### src/rtl/stack_cpu_pkg.sv
// Shared opcode and FSM state encodings for the stack_cpu core.
// Optional build macro used by the core: STACK_CPU_GUARD_EN.
package stack_cpu_pkg;

    typedef enum logic [2:0] {
        OP_ADD  = 3'b000,
        OP_SUB  = 3'b001,
        OP_AND  = 3'b010,
        OP_NOT  = 3'b011,
        OP_PUSH = 3'b100,
        OP_POP  = 3'b101,
        OP_JMP  = 3'b110,
        OP_JZ   = 3'b111
    } op_e;

    typedef enum logic [3:0] {
        S_START,
        S_FETCH,
        S_DECODE,
        S_POP_A,
        S_POP_B,
        S_EXEC,
        S_MEM_RD,
        S_MEM_WR,
        S_FAULT
    } state_e;

    function automatic logic is_binary(op_e op);
        return (op == OP_ADD) || (op == OP_SUB) || (op == OP_AND);
    endfunction

endpackage

### src/rtl/stack_cpu_if.sv
// Unified instruction/data memory port with req/ready wait-state handshake.
interface stack_cpu_if #(
    parameter int WIDTH = 8
);
    localparam int ADDR_W = WIDTH - 3;

    logic              mem_req;
    logic              mem_we;
    logic [ADDR_W-1:0] mem_addr;
    logic [WIDTH-1:0]  mem_wdata;
    logic              mem_ready;
    logic [WIDTH-1:0]  mem_rdata;

    modport master (
        output mem_req, mem_we, mem_addr, mem_wdata,
        input  mem_ready, mem_rdata
    );

    modport slave (
        input  mem_req, mem_we, mem_addr, mem_wdata,
        output mem_ready, mem_rdata
    );
endinterface

### src/rtl/stack_cpu_lifo.sv
// Register-array stack: push/pop with saturating occupancy and combinational top-of-stack.
module stack_cpu_lifo #(
    parameter  int WIDTH       = 8,
    parameter  int STACK_DEPTH = 16,
    localparam int SP_W        = $clog2(STACK_DEPTH + 1)
) (
    input  logic             clk,
    input  logic             rst,
    input  logic             push_i,
    input  logic             pop_i,
    input  logic [WIDTH-1:0] din_i,
    output logic [WIDTH-1:0] tos_o,
    output logic [SP_W-1:0]  sp_o,
    output logic             full_o,
    output logic             empty_o
);
    localparam int IDX_W = $clog2(STACK_DEPTH);

    logic [WIDTH-1:0] mem_q [STACK_DEPTH];
    logic [SP_W-1:0]  sp_q, sp_d, sp_m1;

    assign full_o  = (sp_q == SP_W'(STACK_DEPTH));
    assign empty_o = (sp_q == '0);
    assign sp_m1   = sp_q - SP_W'(1);
    assign sp_o    = sp_q;
    // An empty stack reads as zero so underflowing pops and JZ see 0.
    assign tos_o   = empty_o ? '0 : mem_q[sp_m1[IDX_W-1:0]];

    // NOTE: default assigned first so no path leaves sp_d unassigned (no latch).
    always_comb begin
        sp_d = sp_q;
        if (push_i && !full_o) begin
            sp_d = sp_q + SP_W'(1);
        end else if (pop_i && !empty_o) begin
            sp_d = sp_m1;
        end
    end

    // NOTE: state uses non-blocking assignments so all flops update together.
    always_ff @(posedge clk or posedge rst) begin
        if (rst) begin
            sp_q <= '0;
        end else begin
            sp_q <= sp_d;
        end
    end

    // NOTE: storage has no reset; sp_q alone decides which entries are live.
    always_ff @(posedge clk) begin
        if (push_i && !full_o) begin
            mem_q[sp_q[IDX_W-1:0]] <= din_i;
        end
    end

endmodule

### src/rtl/stack_cpu.sv
// Multicycle stack-machine core: FSM, pc, IR, operand registers and ALU.
// Define STACK_CPU_GUARD_EN to build stack overflow/underflow checks and the FAULT state.
module stack_cpu
    import stack_cpu_pkg::*;
#(
    parameter  int WIDTH       = 8,
    parameter  int STACK_DEPTH = 16,
    localparam int ADDR_W      = WIDTH - 3,
    localparam int SP_W        = $clog2(STACK_DEPTH + 1)
) (
    input  logic              clk,
    input  logic              rst,
    stack_cpu_if.master       bus,
    output logic              fault,
    output logic [SP_W-1:0]   sp,
    output logic [ADDR_W-1:0] pc
);
    state_e            state_q, state_d;
    logic [ADDR_W-1:0] pc_q, pc_d;
    logic [WIDTH-1:0]  ir_q, ir_d, a_q, a_d, b_q, b_d;
    logic [WIDTH-1:0]  tos, alu_res, push_data;
    logic              push, pop, full, empty;
    op_e               op;
    logic [ADDR_W-1:0] op_addr;

    assign op      = op_e'(ir_q[WIDTH-1 -: 3]);
    assign op_addr = ir_q[ADDR_W-1:0];
    assign pc      = pc_q;

    stack_cpu_lifo #(
        .WIDTH       (WIDTH),
        .STACK_DEPTH (STACK_DEPTH)
    ) u_lifo (
        .clk     (clk),
        .rst     (rst),
        .push_i  (push),
        .pop_i   (pop),
        .din_i   (push_data),
        .tos_o   (tos),
        .sp_o    (sp),
        .full_o  (full),
        .empty_o (empty)
    );

    always_comb begin
        alu_res = ~a_q;
        case (op)
            OP_ADD:  alu_res = b_q + a_q;
            OP_SUB:  alu_res = b_q - a_q;
            OP_AND:  alu_res = b_q & a_q;
            default: alu_res = ~a_q;
        endcase
    end

`ifdef STACK_CPU_GUARD_EN
    logic stack_err;

    always_comb begin
        stack_err = 1'b0;
        if (is_binary(op)) begin
            stack_err = (sp < SP_W'(2));
        end else if (op == OP_NOT || op == OP_POP || op == OP_JZ) begin
            stack_err = empty;
        end else if (op == OP_PUSH) begin
            stack_err = full;
        end
    end

    assign fault = (state_q == S_FAULT);
`else
    logic guard_unused;
    assign guard_unused = full | empty;
    assign fault        = 1'b0;
`endif

    always_comb begin
        state_d   = state_q;
        pc_d      = pc_q;
        ir_d      = ir_q;
        a_d       = a_q;
        b_d       = b_q;
        push      = 1'b0;
        pop       = 1'b0;
        push_data = alu_res;
        case (state_q)
            S_START: state_d = S_FETCH;
            S_FETCH: begin
                if (bus.mem_ready) begin
                    ir_d    = bus.mem_rdata;
                    pc_d    = pc_q + ADDR_W'(1);
                    state_d = S_DECODE;
                end
            end
            S_DECODE: begin
                case (op)
                    OP_JMP:  begin pc_d = op_addr; state_d = S_FETCH; end
                    OP_JZ:   begin
                        if (tos == '0) pc_d = op_addr;
                        state_d = S_FETCH;
                    end
                    OP_PUSH: state_d = S_MEM_RD;
                    default: state_d = S_POP_A;
                endcase
`ifdef STACK_CPU_GUARD_EN
                // The check overrides dispatch so nothing changes but the state.
                if (stack_err) begin
                    pc_d    = pc_q;
                    state_d = S_FAULT;
                end
`endif
            end
            S_POP_A: begin
                a_d = tos;
                pop = 1'b1;
                if (op == OP_POP)      state_d = S_MEM_WR;
                else if (op == OP_NOT) state_d = S_EXEC;
                else                   state_d = S_POP_B;
            end
            S_POP_B: begin
                b_d     = tos;
                pop     = 1'b1;
                state_d = S_EXEC;
            end
            S_EXEC: begin
                push    = 1'b1;
                state_d = S_FETCH;
            end
            S_MEM_RD: begin
                if (bus.mem_ready) begin
                    push      = 1'b1;
                    push_data = bus.mem_rdata;
                    state_d   = S_FETCH;
                end
            end
            S_MEM_WR: begin
                if (bus.mem_ready) state_d = S_FETCH;
            end
`ifdef STACK_CPU_GUARD_EN
            S_FAULT: state_d = S_FAULT;
`endif
            default: state_d = S_START;
        endcase
    end

    // Bus outputs decode from registered state, so reset drops mem_req at once.
    always_comb begin
        bus.mem_req   = 1'b0;
        bus.mem_we    = 1'b0;
        bus.mem_addr  = '0;
        bus.mem_wdata = '0;
        case (state_q)
            S_FETCH: begin
                bus.mem_req  = 1'b1;
                bus.mem_addr = pc_q;
            end
            S_MEM_RD: begin
                bus.mem_req  = 1'b1;
                bus.mem_addr = op_addr;
            end
            S_MEM_WR: begin
                bus.mem_req   = 1'b1;
                bus.mem_we    = 1'b1;
                bus.mem_addr  = op_addr;
                bus.mem_wdata = a_q;
            end
            default: ;
        endcase
    end

    always_ff @(posedge clk or posedge rst) begin
        if (rst) begin
            state_q <= S_START;
            pc_q    <= '0;
            ir_q    <= '0;
            a_q     <= '0;
            b_q     <= '0;
        end else begin
            state_q <= state_d;
            pc_q    <= pc_d;
            ir_q    <= ir_d;
            a_q     <= a_d;
            b_q     <= b_d;
        end
    end

endmodule

### src/flat_wrapper.sv
// flat-port wrapper written by rule: the top's interface ports become plain ports
module stack_cpu_flat import stack_cpu_pkg::*;
#(
    parameter  int WIDTH       = 8,
    parameter  int STACK_DEPTH = 16,
    localparam int ADDR_W      = WIDTH - 3,
    localparam int SP_W        = $clog2(STACK_DEPTH + 1)
)
  (clk, rst, fault, sp, pc, bus_mem_req, bus_mem_we, bus_mem_addr, bus_mem_wdata, bus_mem_ready, bus_mem_rdata);
  stack_cpu_if #(.WIDTH(WIDTH)) bus_i ();
  input  logic clk;
  input  logic rst;
  output logic fault;
  output logic [SP_W-1:0] sp;
  output logic [ADDR_W-1:0] pc;
  output wire logic [$bits(bus_i.mem_req)-1:0] bus_mem_req;
  output wire logic [$bits(bus_i.mem_we)-1:0] bus_mem_we;
  output wire logic [$bits(bus_i.mem_addr)-1:0] bus_mem_addr;
  output wire logic [$bits(bus_i.mem_wdata)-1:0] bus_mem_wdata;
  input wire logic [$bits(bus_i.mem_ready)-1:0] bus_mem_ready;
  input wire logic [$bits(bus_i.mem_rdata)-1:0] bus_mem_rdata;
  assign bus_mem_req = bus_i.mem_req;
  assign bus_mem_we = bus_i.mem_we;
  assign bus_mem_addr = bus_i.mem_addr;
  assign bus_mem_wdata = bus_i.mem_wdata;
  assign bus_i.mem_ready = bus_mem_ready;
  assign bus_i.mem_rdata = bus_mem_rdata;
  stack_cpu #(.WIDTH(WIDTH), .STACK_DEPTH(STACK_DEPTH)) u_core (.clk(clk), .rst(rst), .bus(bus_i), .fault(fault), .sp(sp), .pc(pc));
endmodule
### config.mk
export PLATFORM = sky130hd
export DESIGN_NAME = stack_cpu_flat
export DESIGN_NICKNAME = d
export VERILOG_FILES = /design/src/rtl/stack_cpu_pkg.sv /design/src/rtl/stack_cpu_if.sv /design/src/rtl/stack_cpu_lifo.sv /design/src/rtl/stack_cpu.sv /design/src/flat_wrapper.sv
export SDC_FILE = /design/constraint.sdc
export NUM_CORES = 1
export LEC_CHECK = 0
export BUFFER_PORTS_ARGS = -buffer_cell sky130_fd_sc_hd__buf_2
export CORE_AREA = 2 2 140 142
export CTS_BUF_LIST = sky130_fd_sc_hd__clkbuf_4 sky130_fd_sc_hd__clkbuf_8 sky130_fd_sc_hd__clkbuf_16
export DETAILED_ROUTE_END_ITERATION = 7
export DIE_AREA = 0 0 142 144
export GPL_ROUTABILITY_DRIVEN = 0
export GPL_TIMING_DRIVEN = 0
export PLACE_DENSITY = 0.64
export SYNTH_ARGS = -nofsm -noshare
export SYNTH_HDL_FRONTEND = slang
export SYNTH_SLANG_ARGS = --single-unit
### constraint.sdc
create_clock -name clk -period 3.65 [get_ports clk]
set_input_delay 0.365 -clock clk [delete_from_list [all_inputs] [get_ports clk]]
set_output_delay 0.365 -clock clk [all_outputs]
set_load 0.01 [all_outputs]
==> impl_metrics.toml, run 1 <==
[outcome]
status = "completed"

[sta]
tightest_slew_ps = 1260
clock_skew_ps = 11.6
slew-limit-headroom_pct = 16.0
fmax_mhz = 286
final_hold_viol_count = 0
period_share_pct = 95.7
rsz0062_at_grt = "no"
period_minus_slack_ps = 3490
setup_violations = 0
worst_slack_ps = 157
drv_slew = 0

[cells_and_area]
drive_gt1_share_pct = 23.4
utilization_pct = 47.5
syn_to_final_growth_pct = 14.9
final_nets = 640
fill_cells = 1621
instances_no_fill = 863
diodes = 0

[synthesis]
async_flop_share_pct = 22.4
postSynthAreaPerCell_um2 = 14.2
syn_nets = 583
ys_top_cells_by_area = "edfxtp_1 (49%), dfrtp_1 (12%), mux4_1 (7.3%)"
netlist.area_leader.share_pct = 48.8
syn-cell-area_mm2 = 0.00788
synth_edf_count = 128
synthFlopType = "edfxtp_1"
syn_inst = 556
ys_seq_elements = 165
synth_cell_types = 61
synth_top_area_cell = "edfxtp_1"
synth_warnings = 0
ys_seq_area_share_pct = 60.5

[grt]
grt_pass1_wl_um = 28000
grt_pass1_vias = 5117
track_usage_pct = 18.5
overflow = 0
grt_max_degree = 38
antenna_found_initial = 0

[drt]
drtIter0Drc = 393
wl_per_cell_um = 20.9
routed-via-count = 4983
drc_errors = 0
ant_nets = 0
firstDrtPassIters = 4
drt_wl_total_um = 18100
viasPerCell = 5.77

[place]
place_ws_ps = -828
dp.final_hpwl_um = 12600
port_buffers = 35
dp.cells = 830

[clock_tree]
clk_pin_slew_ps = 60
h-tree-depth = 4
tritoncts = "built"
clk_latency_ps = 420
cts_root_buffer = "clkbuf_16"
cts_max_path_buffers = 2
cts_buffers = 17
clock_sinks = 165

[die]
core_area_mm2 = 0.0191
rows = 51
fp.dieH_um = 144
num_io_pins = 37
die-area_mm2 = 0.0204
start_util_pct = 41.3
fp.dieW_um = 142

[setup_path]
crit_path_top_delay_cell = "dfrtp_2"
critPathRequiredTime_ps = 3960
worstSetupStartpointType = "register"
path_cells = "buf_6, buf_12, buf_6, inv_1, ha_1, clkbuf_8, mux4_1, mux2_2, and3_1, a31oi_1, and3b_1, and3_1, buf_6, nor2_2, o311a_1"
cp_common_cell = "buf_6"
critPathCaptureType = "register"
crit_fanout = 10
crit_path_max_incr_delay_ps = 410
cp.arrival_ps = 3800
critPathKind = "register to register"

[power]
p_leak_nw = 3.36
power_density_mw_per_mm2 = 1060
ir_worst_vdd_uv = 376

[run]
drv_cap = 0

[worst_hold_path]
worstHoldPathType = "primary input to async pin"
==> Yosys cell counts, types with 16 or more instances <==
library cell  instances
a21oi_1              25
clkbuf_1             17
dfrtp_1              37
edfxtp_1            128
mux2_2               18
mux4_1               22
nand2_1              36
nand3_1              20
nor2_1               25
nor3_1               16
o21ai_0              36
==> cell usage in the layout, fill, tap and decap left out, types with 17 or more instances in the layout <==
cell type / netlist / layout
a21oi_1: 25 / 21
buf_2: 4 / 38
clkbuf_16: 0 / 17
dfrtp_1: 37 / 36
edfxtp_1: 128 / 128
mux2_2: 18 / 18
mux4_1: 22 / 21
nand2_1: 36 / 36
nand3_1: 20 / 20
nor2_1: 25 / 24
o21ai_0: 36 / 35
==> flip-flops by register name, summed over array words and instances, names as in the netlist <==
name	cells
u_core.b_q	8
u_core.pc	5
u_core.u_lifo.sp_o	5
u_core.state_q	3
u_core.u_lifo.mem_q	128
u_core.ir_q	8
u_core.a_q	8
==> through the flow <==
| step | TNS [ps] | hold WS (ps) | total power, mW | cell area, um^2 |
|---|---|---|---|---|
| final | 0 | 95.6 | 9.57 | 9060 |
| after global routing | 0 | 171 | 10.1 | 9060 |
| after CTS | 0 | 122 | 9.38 | 8990 |
| after detailed placement | -45380 | 517 | 7.63 | 8390 |
| after global placement | -34120 | 506 | 7.44 | 8360 |
| after floorplan | 0 | 467 | 6.28 | 7880 |
==> critical path, delay by kind of cell (launching register included) <==
kind	cells	cell delay [ps]
adder cells (fa/ha/maj)	1	300
flip-flops	1	410
AND/OR/NAND/NOR	4	630
buffers and inverters	6	870
AO/OA/AOI/OAI	2	550
multiplexers	2	610
==> routing by layer <==
metal,wire length (um),track usage [%],vias to the layer above
li1,-,-,2258
met1,7390,22.6,2467
met2,8890,31.3,206
met3,1100,4.01,52
met4,673,9.05,0
met5,0,0,-
==> final timing paths <==
path                                        from                     to  slack [ps]  cells past startpoint
setup / recovery           u_core.u_lifo.sp_o[0]           u_core.pc[0]         160                     15
max in group asynchronous                    rst  u_core.u_lifo.sp_o[0]        3000                      2
hold reg to reg                    u_core.b_q[3]          u_core.b_q[3]         530                      2
min in group clk                bus_mem_rdata[6]         u_core.ir_q[6]         180                      3
hold / removal                               rst           u_core.pc[1]         100                      2
setup reg to reg           u_core.u_lifo.sp_o[0]           u_core.pc[0]         160                     15
==> layout make-up <==
cell class	instances	area [um^2]	area share, %
flip-flops and latches	165	4770	52.7
multi-input cells	343	2950	32.6
clock buffers	22	463	5.11
well taps	238	298	3.29
plain buffers	31	250	2.76
repair buffers	39	209	2.31
inverters	16	60.1	0.663
clock inverters	9	58.8	0.649
==> kinds of logic (layout without fill, tap and decap cells) <==
| kind of cell | count (synthesis) | count (layout) | synth area share, % |
|---|---|---|---|
| adder cells (fa/ha/maj) | 16 | 16 | 2.63 |
| multiplexers | 57 | 57 | 13.5 |
| AND/OR/NAND/NOR | 152 | 152 | 9.91 |
| buffers and inverters | 48 | 117 | 3.51 |
| flip-flops | 165 | 165 | 60.5 |
| other | 1 | 1 | 0.0476 |
| XOR/XNOR | 16 | 16 | 1.97 |
| AO/OA/AOI/OAI | 101 | 101 | 7.90 |
==> power by group <==
| part | leakage [nW] | internal, mW | switching, mW |
|---|---|---|---|
| logic | 1.50 | 1.97 | 2.82 |
| registers | 1.61 | 2.92 | 0.265 |
| clock network | 0.256 | 0.897 | 0.687 |
==> repair_timing <==
item,CTS,global route
resized for setup,23,17
endpoints found under the hold margin,0,0
buffers inserted,0,3
endpoints found under the setup margin,90,150
pin swaps,1,3
hold buffers,0,0
No activity file was read; power rests on OpenSTA's default activity.
==> run 2: changes to the inputs <==
--- a/config.mk
+++ b/config.mk
@@ -6,13 +6,13 @@
 export NUM_CORES = 1
 export LEC_CHECK = 0
 export BUFFER_PORTS_ARGS = -buffer_cell sky130_fd_sc_hd__buf_2
-export CORE_AREA = 2 2 140 142
+export CORE_AREA = 2 2 136 138
 export CTS_BUF_LIST = sky130_fd_sc_hd__clkbuf_4 sky130_fd_sc_hd__clkbuf_8 sky130_fd_sc_hd__clkbuf_16
 export DETAILED_ROUTE_END_ITERATION = 7
-export DIE_AREA = 0 0 142 144
+export DIE_AREA = 0 0 138 140
 export GPL_ROUTABILITY_DRIVEN = 0
 export GPL_TIMING_DRIVEN = 0
-export PLACE_DENSITY = 0.64
+export PLACE_DENSITY = 0.67
 export SYNTH_ARGS = -nofsm -noshare
 export SYNTH_HDL_FRONTEND = slang
 export SYNTH_SLANG_ARGS = --single-unit
==> impl_metrics.toml, run 2 (synthesis gave the netlist of run 1 again) <==
[clock_tree]
clk_latency_ps = 430
cts_root_buffer = "clkbuf_16"
clk_pin_slew_ps = 70
tritoncts = "built"
cts_max_path_buffers = 2
cts_buffers = 17
h-tree-depth = 4
cts-hold-fix-buffers = 0
clock_sinks = 165

[setup_path]
r2r_end = "u_core.pc[0]"
worstSetupStartpointType = "register"
crit_fanout = 10
critPathRequiredTime_ps = 3960
r2r_cells = 14
critPathLaunch = "u_core.u_lifo.sp_o[0]"
critPathKind = "register to register"
cp.arrival_ps = 3790
timing.reg2reg.setup_slack_ps = 170
critPathCaptureType = "register"
r2r_start = "u_core.u_lifo.sp_o[0]"

[sta]
rsz0062_at_grt = "no"
slew-limit-headroom_pct = 11.7
period_share_pct = 95.3
tightest_slew_ps = 1320
hold_slack_ps = 14.0
final_hold_viol_count = 0
fin_tns_setup_ps = 0
fmax_mhz = 288
period_minus_slack_ps = 3480
setup_violations = 0
clock_skew_ps = 11.4
drv_slew = 0

[cells_and_area]
layout_commonest_cell = "edfxtp_1"
utilization_pct = 52.0
diodes = 0
syn_to_final_growth_pct = 17.2
final_nets = 649
finalInstanceArea_mm2 = 0.00924
final_cell_mix = "edfxtp_1 (128), buf_2 (38), nand2_1 (36), dfrtp_1 (36), o21ai_0 (35)"
drive_gt1_share_pct = 25.2
largest_reg_flops = 128

[drt]
drtIter0Drc = 397
viasPerCell = 5.77
drt_wl_total_um = 18400
wl_per_cell_um = 21.3
routed-via-count = 4983
firstDrtPassIters = 5
ant_nets = 0
drc_errors = 0

[grt]
antenna_found_initial = 0
track_usage_pct = 19.7
grt_pass1_vias = 5067
grt_max_degree = 25
overflow = 0
grt_pass1_wl_um = 28800

[die]
rows = 49
fp.dieW_um = 138
num_io_pins = 37
fp.dieH_um = 140
die-area_mm2 = 0.0193
core_area_mm2 = 0.0178
start_util_pct = 44.3

[place]
place_area_mm2 = 0.00844
port_buffers = 35
dp.final_hpwl_um = 12900

[power]
finalPower_mw = 9.86
p_leak_nw = 3.45
ir_worst_vdd_uv = 537
power_density_mw_per_mm2 = 1070

[worst_hold_path]
worstHoldPathType = "primary input to async pin"

[run]
drv_cap = 0

[outcome]
status = "completed"
run 2: cell count changes in the layout (fill, tap and decap cells not counted), sizes merged:
cell / before / now
bufinv: 0 / 1
clkinv: 8 / 9
inv: 15 / 19
clkbuf: 39 / 35
clkinvlp: 2 / 1
buf: 53 / 62
run 2: metal layers:
layer	vias up	GRT usage, %	part of all wire [%]
met1	2488	26.0	43
met2	176	32.2	49
met3	39	4.21	5.6
met5	-	0	0
met4	0	8.32	2.9
li1	2280	-	-
run 2: how the worst max path moves through the flow:
stage,end,slack (ps),cells after the start
6_report,u_core.pc[0],170,14
3_5_place_dp,u_core.pc[0],-910,15
5_1_grt,u_core.u_lifo.mem_q[14][7],9,9
4_1_cts,u_core.pc[0],10,15
3_3_place_gp,u_core.pc[0],-750,15
2_1_floorplan,u_core.pc[0],50,15
run 2: what timing repair did:
action,CTS,global route
endpoints found under the setup margin,147,100
buffers inserted,2,6
pin swaps,2,6
gates resized for setup,32,14
run 2: critical path, cell delays in order, from the launching register on:
cell      delay, ps
dfrtp_2         440
buf_8           140
buf_12          150
clkbuf_8        170
inv_1            90
ha_1            330
buf_8           160
clkbuf_8        190
mux4_2          310
mux4_2          540
o21ai_4         170
and3_1          190
buf_6           130
nor2_2           40
o311a_1         290
run 2: area by class of cell:
cell class              instances  area [um^2]
fillers                      1480         8540
flip-flops and latches        165         4770
multi-input cells             343         2960
clock buffers                  18          433
repair buffers                 48          308
well taps                     229          287
plain buffers                  31          269
clock inverters                14          148
inverters                      16         60.1
run 2: stage by stage:
stage,worst slack (ps),instances
final,173,864
after global routing,9.00,864
after CTS,14.8,859
after detailed placement,-913,825
after global placement,-748,820
after floorplan,51.2,556
run 2: power breakdown:
| group | leakage (nW) | switching (mW) | internal (mW) | total (mW) |
|---|---|---|---|---|
| Sequential | 1.61 | 0.263 | 2.92 | 3.18 |
| Combinational | 1.56 | 2.84 | 2.09 | 4.93 |
| Clock | 0.284 | 0.783 | 0.966 | 1.75 |
